[src/rtl/alu_issue_ctrl_if.sv]
// Instruction handshake and ALU operand/result bus between the issue controller
// (master) and the decode/ALU side (slave).
interface alu_issue_ctrl_if;
  logic       instr_valid;
  logic [7:0] instr;
  logic       instr_ready;
  logic [7:0] alu_a;
  logic [7:0] alu_b;
  logic [2:0] alu_op;
  logic       alu_en;
  logic [7:0] alu_res;
  logic       alu_c;
  logic       alu_zero;
  logic       alu_ovf;

  modport master (
    input  instr_valid, instr, alu_res, alu_c, alu_zero, alu_ovf,
    output instr_ready, alu_a, alu_b, alu_op, alu_en
  );

  modport slave (
    output instr_valid, instr, alu_res, alu_c, alu_zero, alu_ovf,
    input  instr_ready, alu_a, alu_b, alu_op, alu_en
  );
endinterface

[src/rtl/alu_issue_ctrl.sv]
// ALU issue controller: 4x8 register file, IDLE/ISSUE/WB sequencing of a multi-cycle ALU.
// Optional retire counter port enabled by defining ALU_ISSUE_RETIRE_CNT_EN.
module alu_issue_ctrl #(
  parameter int ALU_LAT = 2,
  parameter int CNT_W   = 16
) (
  input  logic              clk,
  input  logic              rst,
  alu_issue_ctrl_if.master  bus,
  input  logic              ld_en,
  input  logic [1:0]        ld_sel,
  input  logic [7:0]        ld_data,
  input  logic [1:0]        rd_sel,
  output logic [7:0]        rd_data,
  output logic [2:0]        flags,
  output logic              busy,
  output logic              done
`ifdef ALU_ISSUE_RETIRE_CNT_EN
  ,
  output logic [CNT_W-1:0]  retire_cnt
`endif
);

  if (ALU_LAT < 1 || ALU_LAT > 7 || CNT_W < 1) begin : g_param_chk
    $error("alu_issue_ctrl: ALU_LAT must be 1..7 and CNT_W >= 1");
  end

  localparam logic [2:0] LAST = 3'(ALU_LAT - 1);

  typedef enum logic [1:0] {IDLE, ISSUE, WB} state_e;

  state_e          state_q, state_d;
  logic [2:0]      cnt_q, cnt_d;
  logic [7:0]      a_q, a_d, b_q, b_d;
  logic [2:0]      op_q, op_d;
  logic [1:0]      rd_q, rd_d;
  logic            cmp_q, cmp_d;
  logic [3:0][7:0] regs_q;
  logic [2:0]      flags_q;
  logic            unary;

  // NOT, INC and DEC take no second operand
  assign unary = (bus.instr[7:5] == 3'b011) || (bus.instr[7:5] == 3'b110) ||
                 (bus.instr[7:5] == 3'b111);

  always_comb begin
    state_d = state_q;
    cnt_d   = cnt_q;
    a_d     = a_q;
    b_d     = b_q;
    op_d    = op_q;
    rd_d    = rd_q;
    cmp_d   = cmp_q;
    case (state_q)
      IDLE: begin
        if (bus.instr_valid && bus.instr_ready) begin
          a_d     = regs_q[bus.instr[4:3]];
          b_d     = unary ? 8'h00 : regs_q[bus.instr[2:1]];
          op_d    = bus.instr[7:5];
          rd_d    = bus.instr[4:3];
          cmp_d   = bus.instr[0];
          cnt_d   = 3'd0;
          state_d = ISSUE;
        end
      end
      ISSUE: begin
        cnt_d = cnt_q + 3'd1;
        if (cnt_q == LAST) state_d = WB;
      end
      WB:      state_d = IDLE;
      default: state_d = IDLE;
    endcase
  end

  always_ff @(posedge clk or posedge rst) begin
    if (rst) begin
      state_q <= IDLE;
      cnt_q   <= '0;
      a_q     <= '0;
      b_q     <= '0;
      op_q    <= '0;
      rd_q    <= '0;
      cmp_q   <= 1'b0;
    end else begin
      state_q <= state_d;
      cnt_q   <= cnt_d;
      a_q     <= a_d;
      b_q     <= b_d;
      op_q    <= op_d;
      rd_q    <= rd_d;
      cmp_q   <= cmp_d;
    end
  end

  // Loads are honoured only in IDLE; writeback owns the file during WB
  always_ff @(posedge clk or posedge rst) begin
    if (rst) begin
      regs_q  <= '0;
      flags_q <= '0;
    end else if (state_q == IDLE && ld_en) begin
      regs_q[ld_sel] <= ld_data;
    end else if (state_q == WB) begin
      flags_q <= {bus.alu_c, bus.alu_zero, bus.alu_ovf};
      if (!cmp_q) regs_q[rd_q] <= bus.alu_res;
    end
  end

  assign bus.instr_ready = (state_q == IDLE) && !ld_en && !rst;
  assign bus.alu_en      = (state_q == ISSUE);
  assign bus.alu_a       = a_q;
  assign bus.alu_b       = b_q;
  assign bus.alu_op      = op_q;
  assign busy            = (state_q != IDLE);
  assign done            = (state_q == WB);
  assign flags           = flags_q;
  assign rd_data         = regs_q[rd_sel];

`ifdef ALU_ISSUE_RETIRE_CNT_EN
  logic [CNT_W-1:0] retire_cnt_q;

  always_ff @(posedge clk or posedge rst) begin
    if (rst)                 retire_cnt_q <= '0;
    else if (state_q == WB)  retire_cnt_q <= retire_cnt_q + CNT_W'(1);
  end

  assign retire_cnt = retire_cnt_q;
`endif

endmodule

[src/flat_wrapper.sv]
// flat-port wrapper written by rule: the top's interface ports become plain ports
module alu_issue_ctrl_flat 
#(
  parameter int ALU_LAT = 2,
  parameter int CNT_W   = 16
)
  (clk, rst, ld_en, ld_sel, ld_data, rd_sel, rd_data, flags, busy, done, bus_instr_valid, bus_instr, bus_alu_res, bus_alu_c, bus_alu_zero, bus_alu_ovf, bus_instr_ready, bus_alu_a, bus_alu_b, bus_alu_op, bus_alu_en);
  alu_issue_ctrl_if bus_i ();
  input  logic clk;
  input  logic rst;
  input  logic ld_en;
  input  logic [1:0] ld_sel;
  input  logic [7:0] ld_data;
  input  logic [1:0] rd_sel;
  output logic [7:0] rd_data;
  output logic [2:0] flags;
  output logic busy;
  output logic done;
  input wire logic [$bits(bus_i.instr_valid)-1:0] bus_instr_valid;
  input wire logic [$bits(bus_i.instr)-1:0] bus_instr;
  input wire logic [$bits(bus_i.alu_res)-1:0] bus_alu_res;
  input wire logic [$bits(bus_i.alu_c)-1:0] bus_alu_c;
  input wire logic [$bits(bus_i.alu_zero)-1:0] bus_alu_zero;
  input wire logic [$bits(bus_i.alu_ovf)-1:0] bus_alu_ovf;
  output wire logic [$bits(bus_i.instr_ready)-1:0] bus_instr_ready;
  output wire logic [$bits(bus_i.alu_a)-1:0] bus_alu_a;
  output wire logic [$bits(bus_i.alu_b)-1:0] bus_alu_b;
  output wire logic [$bits(bus_i.alu_op)-1:0] bus_alu_op;
  output wire logic [$bits(bus_i.alu_en)-1:0] bus_alu_en;
  assign bus_i.instr_valid = bus_instr_valid;
  assign bus_i.instr = bus_instr;
  assign bus_i.alu_res = bus_alu_res;
  assign bus_i.alu_c = bus_alu_c;
  assign bus_i.alu_zero = bus_alu_zero;
  assign bus_i.alu_ovf = bus_alu_ovf;
  assign bus_instr_ready = bus_i.instr_ready;
  assign bus_alu_a = bus_i.alu_a;
  assign bus_alu_b = bus_i.alu_b;
  assign bus_alu_op = bus_i.alu_op;
  assign bus_alu_en = bus_i.alu_en;
  alu_issue_ctrl #(.ALU_LAT(ALU_LAT), .CNT_W(CNT_W)) u_core (.clk(clk), .rst(rst), .bus(bus_i), .ld_en(ld_en), .ld_sel(ld_sel), .ld_data(ld_data), .rd_sel(rd_sel), .rd_data(rd_data), .flags(flags), .busy(busy), .done(done));
endmodule
[config.mk]
export PLATFORM = sky130hd
export DESIGN_NAME = alu_issue_ctrl_flat
export DESIGN_NICKNAME = d
export VERILOG_FILES = /design/src/rtl/alu_issue_ctrl_if.sv /design/src/rtl/alu_issue_ctrl.sv /design/src/flat_wrapper.sv
export SDC_FILE = /design/constraint.sdc
export NUM_CORES = 1
export LEC_CHECK = 0
export CORE_MARGIN = 3
export CORE_UTILIZATION = 57
export CTS_CLUSTER_SIZE = 10
export DETAILED_ROUTE_END_ITERATION = 12
export PLACE_DENSITY = 0.86
export SYNTH_ARGS = -nofsm -noshare
export SYNTH_HDL_FRONTEND = slang
export SYNTH_SLANG_ARGS = --single-unit
[constraint.sdc]
create_clock -name clk -period 6.4 [get_ports clk]
set_clock_uncertainty 0.2 [all_clocks]
set_input_delay 0.96 -clock clk [delete_from_list [all_inputs] [get_ports clk]]
set_output_delay 0.96 -clock clk [all_outputs]
set_load 0.005 [all_outputs]
==> results.yml, run 1 <==
run_status:
  status: "finished clean"
floorplanning:
  die_y_microns: 86.61
  io_pins: 69
  rows: 28
  die_x_microns: 86.61
  dieArea_sq_um: 7500
  core_area_sq_um: 6096
  initial_core_util_pct: 60.76
logic_synthesis:
  synth_edf_count: 0
  synth.top_cells.by_area: "dfrtp_1 (42%), mux4_2 (15%), o211ai_1 (6.7%)"
  synth-main-ff-cell: "dfrtp_1"
  yosysTopAreaCellShare_pct: 41.89
  synth_warnings: 0
  postSynthCellCount: 332
  syn_avg_cell_area_sq_um: 11.16
  yosysMostFrequentCell: "dfrtp_1"
  synthArstFlopShare_pct: 100.0
  yosysTopAreaCell: "dfrtp_1"
  synth.distinct_cells: 37
  syn_nets: 369
  synth_area_sq_um: 3704
  ys_seq_area_share_pct: 41.89
  yosys_register_bits: 62
  synth_common_cells: "dfrtp_1 (62), o21ai_0 (35), nand3_1 (33), o211ai_1 (33), nand4_1 (32)"
detailed_routing:
  routedWlPerCell_microns: 22.30
  via_per_inst: 6.991
  wirelength_microns: 10240
  drt_first_iter_violations: 557
  firstDrtPassIters: 6
  vias: 3209
  final_antenna_net_count: 0
  drc: 0
setup_path:
  cp.required_ps: 5240
  cp.arrival_ps: 2820
  cp.buffers_inverters: 2
  critPathTopFamily: "buffers and inverters"
  cp-start-kind: "input pin"
  crit_fanout: 8
  slowest_delay_ps: 820
  crit_chain: "clkdlybuf4s50_1 > mux4_2 > clkdlybuf4s50_1"
  end_kind: "primary output"
  path_common_cell: "clkdlybuf4s50_1"
  crit_cells: 3
  crit_type: "in2out"
  cpMaxStageDelayCell: "clkdlybuf4s50_1"
  worstRegToRegCells: 4
power:
  ir_worst_vdd_uv: 271.7
  switching_share_pct: 35.55
  leakage_nw: 1.738
  pwr_density_cell_nw_per_um2: 443.8
  combinationalPowerShare_pct: 42.2
  p_seq_share_pct: 38.7
  p_sw_w: 0.0007188
  intPower_w: 0.001303
  total_power_w: 0.002022
  pwr-share-clk_pct: 19.0
clocking:
  clock_path_buffers: 2
  cts_tree: "done"
  clk_pin_slew_ps: 70
  clock_sinks: 62
  cts_resized: 0
  clk_root_buffer_cell: "clkbuf_8"
  cts_buffers: 9
  cts_setup_buffers: 0
  h-tree-depth: 3
  cts_hold_buffers: 0
  worst_skew_pair.late_latency_ps: 350
min_path:
  worstHoldPathCells: 1
  hp-class: "reg2reg"
sta:
  tns_ps: 0
  timing.final.crit_share_pct: 62.19
  fmax_mhz: 251.2
  hold_viol_final: 0
  slew_violations: 0
  tightest_slew_ps: 1253
  layout_min_cycle_time_ps: 3980
  setup_viol: 0
  grt_setup_unrepaired: "no"
  relSlewSlack_pct: 16.19
  worst_slack_ps: 2420
finish:
  drive_gt1_share_pct: 17.19
  n_antenna_cell: 0
  area_growth_pct: 23.01
  fin_nets: 416
global_routing:
  grt_max_degree: 63
  grt_pass1_vias: 3118
  grt_usage_pct: 28.74
  antenna_found_initial: 0
  grt_pass1_wl_microns: 16460
  grt_overflow: 0
job:
  maxCapViolations: 0
placed_design:
  hpwl_microns: 6999
  pre_cts_ws_ps: 2402
  place.gp.congestion: 0.8350
  portBuffers: 68
## cell families (layout without fill, tap and decap cells)
family	count (synthesis)	after routing	share of synthesized area, %
mux	40	40	20.27
flops	62	62	41.89
compound gates	78	78	13.62
xor+xnor	1	1	0.2365
fa+ha+maj	2	2	0.6756
simple gates	107	107	18.04
buf+inv	42	94	5.270
## per-layer routing
| layer | track usage, % | vias to the layer above | part of all wire [%] |
|---|---|---|---|
| li1 | - | 1396 | - |
| met1 | 38.87 | 1575 | 39 |
| met2 | 44.09 | 214 | 48 |
| met3 | 8.460 | 24 | 10 |
| met4 | 10.91 | 0 | 2.1 |
| met5 | 0 | - | 0 |
## placed cells by master, fill, tap and decap left out, types with 2 or more instances in the layout
| master | n |
|---|---|
| nand2b_1 | 2 |
| a22o_1 | 8 |
| clkinv_2 | 2 |
| dfrtp_1 | 62 |
| nand3_1 | 33 |
| nand4_1 | 32 |
| clkbuf_1 | 2 |
| nor4bb_1 | 2 |
| mux2_4 | 8 |
| clkbuf_8 | 10 |
| nor2_1 | 3 |
| clkdlybuf4s50_1 | 68 |
| mux4_2 | 24 |
| or2_2 | 2 |
| nand3b_1 | 2 |
| nor2b_1 | 13 |
| mux2_2 | 8 |
| o211ai_1 | 33 |
| bufinv_16 | 2 |
| and2_1 | 8 |
| o21ai_0 | 35 |
| inv_1 | 3 |
| and4_1 | 2 |
| ha_1 | 2 |
| buf_4 | 4 |
## flip-flops by register name (all words and copies together) (netlist names)
register	count
u_core.cnt_q	3
u_core.flags	3
u_core.rd_q	2
u_core.bus.alu_op	3
u_core.bus.alu_b	8
u_core.state_q	2
u_core.bus.alu_a	8
u_core.cmp_q	1
u_core.regs_q	32
## per-stage QoR
stage	util, %	cells	cell area (sq um)	hold slack, ps
after floorplan	-	332	3704	296.2
after global placement	71.20	443	4340	287.6
after detailed placement	71.20	443	4340	297.2
after CTS	74.73	459	4556	312.1
after global routing	74.73	459	4556	322.3
final	74.73	459	4556	306.1
## layout make-up
class                   instances  area [sq um]
multi-input cells             228          1957
flip-flops and latches         62          1551
fillers                       414          1540
repair buffers                 72         710.7
clock buffers                  12         145.1
well taps                      75         93.84
clock inverters                 4         70.07
inverters                       6         27.53
## power groups by stage
stage	clock network (W)	logic [W]	registers (W)
global route	0.000400	0.000924	0.000800
global placement	0	0.000816	0.000755
detailed placement	0	0.000845	0.000776
finish	0.000385	0.000854	0.000783
floorplan	0	0.000545	0.000698
CTS	0.000384	0.000851	0.000771
## path summary, 6_finish.rpt
kind,from,endpoint,slack (ps)
setup / recovery,rd_sel[0],rd_data[5],2420
hold / removal,u_core.bus.alu_b[3]$_DFFE_PP0P_,u_core.bus.alu_b[3]$_DFFE_PP0P_,310
setup reg to reg,u_core.state_q[0]$_DFFE_PP0P_,u_core.regs_q[22]$_DFFE_PP0P_,3670
hold reg to reg,u_core.bus.alu_b[3]$_DFFE_PP0P_,u_core.bus.alu_b[3]$_DFFE_PP0P_,310
max in group asynchronous,rst,u_core.regs_q[13]$_DFFE_PP0P_,4520
min in group asynchronous,rst,u_core.cnt_q[2]$_DFFE_PP0P_,970
No activity file was read; power rests on OpenSTA's default activity.
==> inputs of run 2 (changes only) <==
--- a/config.mk
+++ b/config.mk
@@ -6,10 +6,10 @@
 export NUM_CORES = 1
 export LEC_CHECK = 0
 export CORE_MARGIN = 3
-export CORE_UTILIZATION = 57
+export CORE_UTILIZATION = 53
 export CTS_CLUSTER_SIZE = 10
 export DETAILED_ROUTE_END_ITERATION = 12
-export PLACE_DENSITY = 0.86
+export PLACE_DENSITY = 0.81
 export SYNTH_ARGS = -nofsm -noshare
 export SYNTH_HDL_FRONTEND = slang
 export SYNTH_SLANG_ARGS = --single-unit
==> constraint.sdc (replaced) <==
create_clock -name clk -period 3.95 [get_ports clk]
set_clock_uncertainty 0.2 [all_clocks]
set_input_delay 0.5925 -clock clk [delete_from_list [all_inputs] [get_ports clk]]
set_output_delay 0.5925 -clock clk [all_outputs]
set_load 0.005 [all_outputs]
==> results.yml, run 2 (same netlist as run 1, synthesis figures left out) <==
setup_path:
  timing.reg2reg.setup_slack_ps: 1760
  critical_path.startpoint: "rd_sel[0]"
  crit_fanout: 8
  crit_type: "in2out"
  r2r-start: "u_core.cmp_q$_DFFE_PP0P_"
  cp.required_ps: 3160
  end_kind: "primary output"
  cp-start-kind: "input pin"
  cp.arrival_ps: 2460
finish:
  final_common_cell: "clkdlybuf4s50_1"
  largest_reg_flops: 32
  regMostFlops: "u_core.regs_q"
  fin_nets: 420
  num-fill-cells: 477
  area_growth_pct: 24.93
  final_cell_mix: "clkdlybuf4s50_1 (68), dfrtp_1 (62), o21ai_0 (35)"
  post-route-util_pct: 70.45
  n_antenna_cell: 0
  drive_gt1_share_pct: 18.30
clocking:
  worst_skew_pair.late_latency_ps: 340
  clk_root_buffer_cell: "clkbuf_8"
  h-tree-depth: 3
  clock_sinks: 62
  clk_pin_slew_ps: 70
  clock_path_buffers: 2
  cts_resized: 0
  cts_setup_buffers: 0
  cts_hold_buffers: 0
  cts_tree: "done"
  cts_buffers: 9
global_routing:
  grt_overflow: 0
  grt_pass1_vias: 3025
  grt_usage_pct: 26.51
  grt_max_degree: 63
  antenna_found_initial: 0
  grt_pass1_wl_microns: 16010
floorplanning:
  io_pins: 69
  dieArea_sq_um: 8027
  initial_core_util_pct: 56.39
  die_y_microns: 89.60
  rows: 29
  die_x_microns: 89.60
  core_area_sq_um: 6568
detailed_routing:
  final_antenna_net_count: 0
  vias: 3149
  wirelength_microns: 9668
  drt_first_iter_violations: 412
  drc: 0
  firstDrtPassIters: 5
  via_per_inst: 6.547
  routedWlPerCell_microns: 20.10
sta:
  grt_setup_unrepaired: "no"
  tightest_slew_ps: 897.1
  hold_viol_final: 0
  layout_min_cycle_time_ps: 3248
  timing.final.crit_share_pct: 82.22
  slew_violations: 0
  relSlewSlack_pct: 39.93
  tns_ps: 0
  setup_viol: 0
  fmax_mhz: 307.9
placed_design:
  hpwl_microns: 6775
  portBuffers: 68
  place.gp.congestion: 0.9032
power:
  pwr_density_cell_nw_per_um2: 712.7
  ir_worst_vdd_uv: 481.2
  leakage_nw: 1.767
run_status:
  status: "finished clean"
job:
  maxCapViolations: 0
min_path:
  holdCritStartpoint: "u_core.bus.alu_b[2]$_DFFE_PP0P_"
  hp-class: "reg2reg"
[run 2: worst max-delay path, stage by stage]
cell             delay [ps]
clkdlybuf4s50_1         810
mux4_2                  590
clkdlybuf4s50_1         460
[run 2: final cells by class]
type	count	area, sq um	area share [%]
Multi-Input combinational cell	228	1957	42.29
Sequential cell	62	1551	33.53
Timing Repair Buffer	76	740.7	16.01
Clock buffer	13	168.9	3.651
Tap cell	93	116.4	2.515
Clock inverter	3	65.06	1.406
Inverter	6	27.53	0.5949
[run 2: layer usage]
layer | vias to the layer above | share of wire [%] | track usage (%)
met5 | - | 0 | 0
met1 | 1542 | 42 | 37.10
met2 | 198 | 48 | 40.16
li1 | 1400 | - | -
met3 | 9 | 9.5 | 6.934
met4 | 0 | 0.83 | 9.337
[run 2: metrics by stage]
| step | power (W) | worst slack, ps | instance area, sq um | hold WS (ps) | instances |
|---|---|---|---|---|---|
| after global routing | 0.003495 | 609.7 | 4627 | 329.2 | 481 |
| after global placement | 0.002564 | 709.8 | 4393 | 288.5 | 465 |
| after CTS | 0.003280 | 697.2 | 4627 | 308.4 | 481 |
| after detailed placement | 0.002623 | 704.9 | 4393 | 293.2 | 465 |
| after floorplan | 0.002013 | 1616 | 3704 | 296.2 | 332 |
| final | 0.003298 | 702.4 | 4627 | 306.2 | 481 |
[run 2: path summary, 6_finish.rpt]
path,cells after the start,end
max,3,rd_data[5]
min,1,u_core.bus.alu_b[2]$_DFFE_PP0P_
min in group asynchronous,3,u_core.state_q[1]$_DFFE_PP0P_
max in group asynchronous,3,u_core.regs_q[27]$_DFFE_PP0P_
min reg2reg,1,u_core.bus.alu_b[2]$_DFFE_PP0P_
max reg2reg,3,u_core.regs_q[27]$_DFFE_PP0P_
[run 2: power breakdown]
group          switching [W]  internal [W]
logic               0.000582      0.000819
clock network       0.000248      0.000406
registers           0.000300      0.000942
